File: config.mk
export PLATFORM = sky130hd
export DESIGN_NAME = fd_multiplier8bits
export DESIGN_NICKNAME = d
export VERILOG_FILES = /design/src/rtl/multiplier_pkg.sv /design/src/rtl/rom_mult4x4.sv /design/src/rtl/fd_multiplier8bits.sv
export SDC_FILE = /design/constraint.sdc
export NUM_CORES = 1
export LEC_CHECK = 0
export ABC_AREA = 1
export CAP_MARGIN = 10
export CELL_PAD_IN_SITES_DETAIL_PLACEMENT = 1
export CELL_PAD_IN_SITES_GLOBAL_PLACEMENT = 2
export CORE_MARGIN = 2
export CORE_UTILIZATION = 30
export CTS_BUF_LIST = sky130_fd_sc_hd__clkbuf_8
export DETAILED_ROUTE_END_ITERATION = 12
export PLACE_DENSITY = 0.85
export SKIP_LAST_GASP = 1
export SYNTH_ARGS = -nofsm -noshare
export SYNTH_HDL_FRONTEND = slang
export SYNTH_SLANG_ARGS = --single-unit
File: constraint.sdc
create_clock -name clk -period 2.56 [get_ports clk]
set_input_delay 0.256 -clock clk [delete_from_list [all_inputs] [get_ports clk]]
set_output_delay 0.256 -clock clk [all_outputs]
set_load 0.02 [all_outputs]
File: src/rtl/multiplier_pkg.sv
// Shared constants and select codes for the nibble-decomposed multiplier.
package multiplier_pkg;

  localparam int unsigned W = 8;

  typedef enum logic [1:0] {
    ROM_LL = 2'd0,
    ROM_HL = 2'd1,
    ROM_LH = 2'd2,
    ROM_HH = 2'd3
  } sel_rom_e;

  typedef enum logic [1:0] {
    SOMA_AB   = 2'd0,
    SOMA_DEAB = 2'd1,
    SOMA_PASS = 2'd2,
    SOMA_ZERO = 2'd3
  } sel_soma_e;

endpackage

File: src/rtl/rom_mult4x4.sv
// Combinational nibble-product table: address {a, b}, data a*b.
module rom_mult4x4 #(
  parameter int unsigned NibW = 4
) (
  input  logic [2*NibW-1:0] addr_i,
  output logic [2*NibW-1:0] data_o
);

  logic [NibW-1:0] nib_a;
  logic [NibW-1:0] nib_b;

  always_comb begin
    nib_a  = addr_i[2*NibW-1:NibW];
    nib_b  = addr_i[NibW-1:0];
    data_o = {{NibW{1'b0}}, nib_a} * {{NibW{1'b0}}, nib_b};
  end

endmodule

File: src/rtl/fd_multiplier8bits.sv
// Multiplier datapath: ROM partial products combined by one shared adder,
// sequenced entirely by the external control unit.
module fd_multiplier8bits #(
  parameter int unsigned W = multiplier_pkg::W
) (
  input  logic           clk,
  input  logic           RESET,
  input  logic [W-1:0]   X,
  input  logic [W-1:0]   Y,
  input  logic           LD_XY,
  input  logic           LD_DE0,
  input  logic           LD_A,
  input  logic           LD_B,
  input  logic           LD_DE1,
  input  logic           LD_AB,
  input  logic           LD_DE_ABshift,
  input  logic           LD_RES,
  input  logic [1:0]     SELROM,
  input  logic [1:0]     SELSOMA,
  input  logic           DONE,
  output logic [2*W-1:0] P,
  output logic           VALID
);
  import multiplier_pkg::*;

  localparam int unsigned H = W / 2;

  logic [W-1:0]   xr_q, yr_q;
  logic [W-1:0]   d0_q, a_q, b_q, d1_q;
  logic [W:0]     ab_q;
  logic [2*W-1:0] de_q, res_q;
  logic           valid_q, valid_d;

  logic [H-1:0]   nib_a, nib_b;
  logic [W-1:0]   rom_data;
  logic [2*W-1:0] sum;

  always_comb begin
    nib_a = xr_q[H-1:0];
    nib_b = yr_q[H-1:0];
    unique case (SELROM)
      ROM_LL: begin nib_a = xr_q[H-1:0]; nib_b = yr_q[H-1:0]; end
      ROM_HL: begin nib_a = xr_q[W-1:H]; nib_b = yr_q[H-1:0]; end
      ROM_LH: begin nib_a = xr_q[H-1:0]; nib_b = yr_q[W-1:H]; end
      ROM_HH: begin nib_a = xr_q[W-1:H]; nib_b = yr_q[W-1:H]; end
      default: ;
    endcase
  end

  rom_mult4x4 #(
    .NibW(H)
  ) u_rom (
    .addr_i({nib_a, nib_b}),
    .data_o(rom_data)
  );

  // Sum is kept at 2W bits: consistent operands never exceed (2^W-1)^2.
  always_comb begin
    sum = '0;
    unique case (SELSOMA)
      SOMA_AB:   sum = {{W{1'b0}}, a_q} + {{W{1'b0}}, b_q};
      SOMA_DEAB: sum = {d1_q, d0_q} + ({{(W-1){1'b0}}, ab_q} << H);
      SOMA_PASS: sum = de_q;
      SOMA_ZERO: sum = '0;
      default:   sum = '0;
    endcase
  end

  // A new operand load invalidates the result even if RES loads the same edge.
  always_comb begin
    valid_d = valid_q;
    if (LD_XY) begin
      valid_d = 1'b0;
    end else if (LD_RES && DONE) begin
      valid_d = 1'b1;
    end
  end

  always_ff @(posedge clk) begin
    if (RESET) begin
      xr_q    <= '0;
      yr_q    <= '0;
      d0_q    <= '0;
      a_q     <= '0;
      b_q     <= '0;
      d1_q    <= '0;
      ab_q    <= '0;
      de_q    <= '0;
      res_q   <= '0;
      valid_q <= 1'b0;
    end else begin
      if (LD_XY) begin
        xr_q <= X;
        yr_q <= Y;
      end
      if (LD_DE0)        d0_q  <= rom_data;
      if (LD_A)          a_q   <= rom_data;
      if (LD_B)          b_q   <= rom_data;
      if (LD_DE1)        d1_q  <= rom_data;
      if (LD_AB)         ab_q  <= sum[W:0];
      if (LD_DE_ABshift) de_q  <= sum;
      if (LD_RES)        res_q <= sum;
      valid_q <= valid_d;
    end
  end

  assign P     = res_q;
  assign VALID = valid_q;

endmodule

-- Word-level counts from Yosys, hierarchy flattened
Cells that the tools add are included.
- output and inout port bits: 17
- word-level logic and storage cells: 30
- bits in registers: 90
- input port bits: 31
- multiply operators: 1
- add/subtract/negate cells: 2
- multiplexer cells: 3
- reductions and logical operators: 8
- equality and inequality tests: 6
- operator list (operator ; number):
    one-hot mux 16 bit (4 select lines) ; 1
    adder 16 x 13 -> 16 bit ; 1
    one-hot mux 4 bit (2 select lines) ; 2
    OR reduction 2 bit ; 5
    adder 8 x 8 -> 9 bit ; 1
    == test 2 bit, second input constant ; 4
    multiplier 4 x 4 -> 8 bit ; 1
    == test 2 x 1 -> 1 bit, second input constant ; 2
    zero test 2 bit ; 2
    logical AND 1 bit ; 1

-- Logic depth before layout (Yosys ltp)
- word-level depth: 4
- mapped depth: 14
- gate-level depth less buffers: 14

-- By module
A second synthesis with hierarchy kept.
- cell total of the unflattened synthesis: 730
- area total of the unflattened synthesis: 4981.0 µm²
- modules (own cells, without submodules) (module ; cells an instance ; sequential area each (µm²) ; area an instance (µm²) ; instances):
    fd_multiplier8bits ; 660 ; 1801.7 ; 4513.1 ; 1
    rom_mult4x4 ; 70 ; 0.0 ; 467.9 ; 1

-- Worst setup path after synthesis
Ideal clock, no wire load.
- path kind: register -> register
- start: reg xr_q[0]
- end: reg d1_q[6]
- stages on the path, launching flop included: 13
- period minus slack after synthesis: 2.822 ns
- arrival: 2.706 ns
- path buffers: 0
- required time: 2.445 ns
- path slack: -0.262 ns
- cells stage by stage: dfxtp_1 -> inv_1 -> o21ai_0 -> nand2_1 -> fa_1 -> inv_1 -> fa_1 -> fa_1 -> nand3_1 -> nand2_1 -> xor2_1 -> o21ai_0 -> inv_1
- word-level cells in the longest chain between the ends: 2
- ends and longest elaborated chain (element ; RTL line ; text):
    from (decl) ; fd_multiplier8bits.sv:28 ; logic [W-1:0] xr_q, yr_q;
    from (signal assigned) ; fd_multiplier8bits.sv:81 ; xr_q <= '0;
    from (signal assigned) ; fd_multiplier8bits.sv:93 ; xr_q <= X;
    one-hot mux 4 bit (2 select lines) ; fd_multiplier8bits.sv:41 ; unique case (SELROM)
    multiplier 4 x 4 -> 8 bit ; rom_mult4x4.sv:15 ; data_o = {{NibW{1'b0}}, nib_a} * {{NibW{1'b0}}, nib_b};
    to (signal assigned) ; fd_multiplier8bits.sv:99 ; if (LD_DE1) d1_q <= rom_data;
    to (decl) ; fd_multiplier8bits.sv:29 ; logic [W-1:0] d0_q, a_q, b_q, d1_q;
Every way passes these cells.
A chain may end at the register's enable or synchronous reset.

-- Worst setup path in the final report
- start: reg xr_q[0]
- end: reg d0_q[6]
- word-level cells in the longest chain between the ends: 2
- ends and longest elaborated chain (element ; RTL line ; text):
    one-hot mux 4 bit (2 select lines) ; fd_multiplier8bits.sv:41 ;
    multiplier 4 x 4 -> 8 bit ; rom_mult4x4.sv:15 ;
    to (signal assigned) ; fd_multiplier8bits.sv:96 ; if (LD_DE0) d0_q <= rom_data;
    to (decl) ; fd_multiplier8bits.sv:29 ;
Every way passes these cells.

==> run metrics <==
MaxCap Viol Count 0; Post-synth EDFFs 0; global-route wire length before repair 25,400 um; dpl hpwl 11,700 um; Max stage delay cell, worst path fa_1; Clock Power Share 0.323; max incr delay on CP 0.56 ns; maximum vdd drop 0.253 mV; placed standard-cell area 5820 sq um; DRC Markers 0; GRT Residual Overflow 0; fraction of layout cells with a size suffix above 1 0.119; asr flop ratio synth 0; worst hold path type primary input to flip-flop; Pwr Density 530 nW/um^2; Post-Syn Instances 741; sequential power share 0.468; Worst-Skew Late Latency 0.40 ns; drt total wl 15,200 um; pre-CTS setup slack -0.895 ns; IO Port Bufs 47; worst slew pin tran 0.622 ns; Clock Path Buffers 2; ANT cells 0; dominant synthesized flop cell dfxtp_1; initial antenna violation count 0; sequential area share after synthesis 0.360; final instance area 6250 sq um; final worst slack -0.172 ns; required time worst endpoint 2.86 ns; internal power 2.29 mW; Vias 4,922; Total GRT Usage 0.179; Core ar. 16,500 sq um; ANT nets after route 0; vias in the first global route 5,308; setup TNS -1.59 ns; CP startpoint kind flip-flop; Root Driver clkbuf_8; Sw Share 0.309; die area 17,700 sq um; Comb pwr share 0.208; Fmax 0.366 GHz; critical path data arrival time 3.03 ns; nets 869; Synth Net Count 807; Register Area 1810 sq um; fin. max-slew vios 0; CP Class flip-flop to flip-flop; Post-Synthesis Cell Area 5010 sq um; clock slew at reported path FFs 0.10 ns; synth warn 0; multi-input logic area 2840 sq um; syn_area_per_cell 6.76 sq um; total power draw 3.31 mW; synthesis-stage register bit count 90; Sink Count 90; critical path endpoint category flip-flop; vias per std cell 4.79; WHS 0.212 ns; fill count 2,108; status finished with violations; H-tree levels 3; gpl congestion 0.848; failing checks negative setup slack; number of CTS-inserted buffers 9; initial drt markers 209; Clock Skew 0.0173 ns; routed length per instance 14.8 um; Final Cycle Share 1.07; CTS tree done; Die Span X 133 um; largest net degree at the start of global routing 47; IO Pins 48; Area growth, synth to finish 24.7%; # rows 47; CP max FO 4; Setup-failing EPs final 19; final-report hold violation count 0; post-layout min period 2.73 ns; RSZ-0062 raised after global routing true; hold_buf cts 0; first-pass detailed-route iteration total 4; initial core utilization 0.304; P_sw 1.02 mW; leakage 3.17 nW; Die Y-Extent 133 um; Rel. slew slack 0.585; Unique masters post-synth 37; CP Cell Sequence inv_2 > o21ai_2 > nand2_1 > fa_1 > inv_2 > fa_2 > fa_2 > nand3_2 > nand2_4 > xor2_4 > o21ai_2 > inv_1
## placed cells by master, fill, tap and decap left out, types with 2 or more instances in the layout
| cell | synthesis | routed |
|---|---|---|
| nor2_1 | 148 | 145 |
| nand2_1 | 123 | 119 |
| inv_1 | 113 | 108 |
| dfxtp_1 | 90 | 85 |
| o21ai_0 | 70 | 52 |
| nand3_1 | 50 | 49 |
| clkdlybuf4s50_1 | 0 | 44 |
| a21oi_1 | 40 | 40 |
| buf_4 | 0 | 28 |
| ha_1 | 29 | 25 |
| nand4_1 | 14 | 14 |
| o21ai_1 | 3 | 13 |
| clkbuf_8 | 0 | 11 |
| inv_2 | 4 | 9 |
| o21ai_2 | 0 | 8 |
| dfxtp_2 | 0 | 5 |
| nor2_2 | 1 | 4 |
| nand2_4 | 1 | 4 |
| fa_1 | 6 | 4 |
| ha_4 | 0 | 4 |
| nand3_2 | 2 | 3 |
| xor2_4 | 0 | 2 |
| xor2_1 | 4 | 2 |
| nand3b_1 | 2 | 2 |
| o211ai_1 | 2 | 2 |
| fa_2 | 0 | 2 |
| clkinv_2 | 0 | 2 |
| dlygate4sd2_1 | 0 | 2 |
## kinds of logic (layout without fill, tap and decap cells)
logic type | count (synthesis) | in the layout | synth area share
xor+xnor | 6 | 6 | 0.0105
compound gates | 124 | 124 | 0.134
mux | 1 | 1 | 0.00200
buf+inv | 141 | 208 | 0.112
flops | 90 | 90 | 0.360
simple gates | 344 | 344 | 0.286
fa+ha+maj | 35 | 35 | 0.0964
## Yosys cell counts (3+ instances only)
cell | count | area [sq um]
nand3_1 | 50 | 250
buf_6 | 3 | 33.8
nand2_1 | 123 | 462
inv_1 | 113 | 424
xor2_1 | 4 | 35.0
ha_1 | 29 | 363
nand4_1 | 14 | 87.6
clkbuf_1 | 16 | 60.1
a21oi_1 | 40 | 200
dfxtp_1 | 90 | 1800
nor2_1 | 148 | 556
o21ai_1 | 3 | 15.0
inv_2 | 4 | 15.0
fa_1 | 6 | 120
o21ai_0 | 70 | 350
## worst paths after layout
kind | start | end | slack [ns] | cells after the start
setup reg to reg | xr_q[0] | d0_q[6] | -0.17 | 12
hold / removal | RESET | P[3] | 0.21 | 4
setup / recovery | xr_q[0] | d0_q[6] | -0.17 | 12
hold reg to reg | yr_q[0] | yr_q[0] | 0.48 | 2
## routing by layer
metal	track usage	vias up	share of wire
li1	-	2474	-
met1	0.221	2348	0.45
met2	0.313	79	0.49
met3	0.0240	21	0.035
met4	0.0780	0	0.023
met5	0	-	0
## area by class of cell
type | instances | share of cell area
well taps | 220 | 0.0441
repair buffers | 75 | 0.108
inverters | 117 | 0.0703
clock inverters | 5 | 0.00961
clock buffers | 11 | 0.0242
flip-flops and latches | 90 | 0.289
multi-input cells | 510 | 0.455
## critical path, delay by kind of cell (launching register included)
family / cells / cell delay [ns]
AND/OR/NAND/NOR: 3 / 0.27
XOR/XNOR: 1 / 0.18
buffers and inverters: 3 / 0.15
AO/OA/AOI/OAI: 2 / 0.27
adder cells (fa/ha/maj): 3 / 1.44
flip-flops: 1 / 0.33
## power by group through the flow
stage	logic, mW	registers [mW]	clock network, mW
finish	0.690	1.55	1.07
detailed placement	0.646	1.58	0
global placement	0.623	1.58	0
global route	0.777	1.56	1.16
CTS	0.675	1.55	1.11
floorplan	0.385	1.58	0
## registers in the layout, indices dropped and copies added, names as in the netlist
register,count
VALID,1
d1_q,8
P,16
b_q,8
yr_q,8
xr_q,8
ab_q,9
a_q,8
d0_q,8
de_q,16
## metrics by stage
stage,cells,utilization
after floorplan,741,-
after global placement,1009,0.353
after detailed placement,1009,0.353
after CTS,1027,0.373
after global routing,1028,0.379
final,1028,0.379
## timing repair
action / in CTS / in global routing
pin swaps: 26 / 15
buffers inserted: 2 / 1
gates resized for setup: 36 / 23
endpoints found under the setup margin: 20 / 20
No activity file was read; power rests on OpenSTA's default activity.
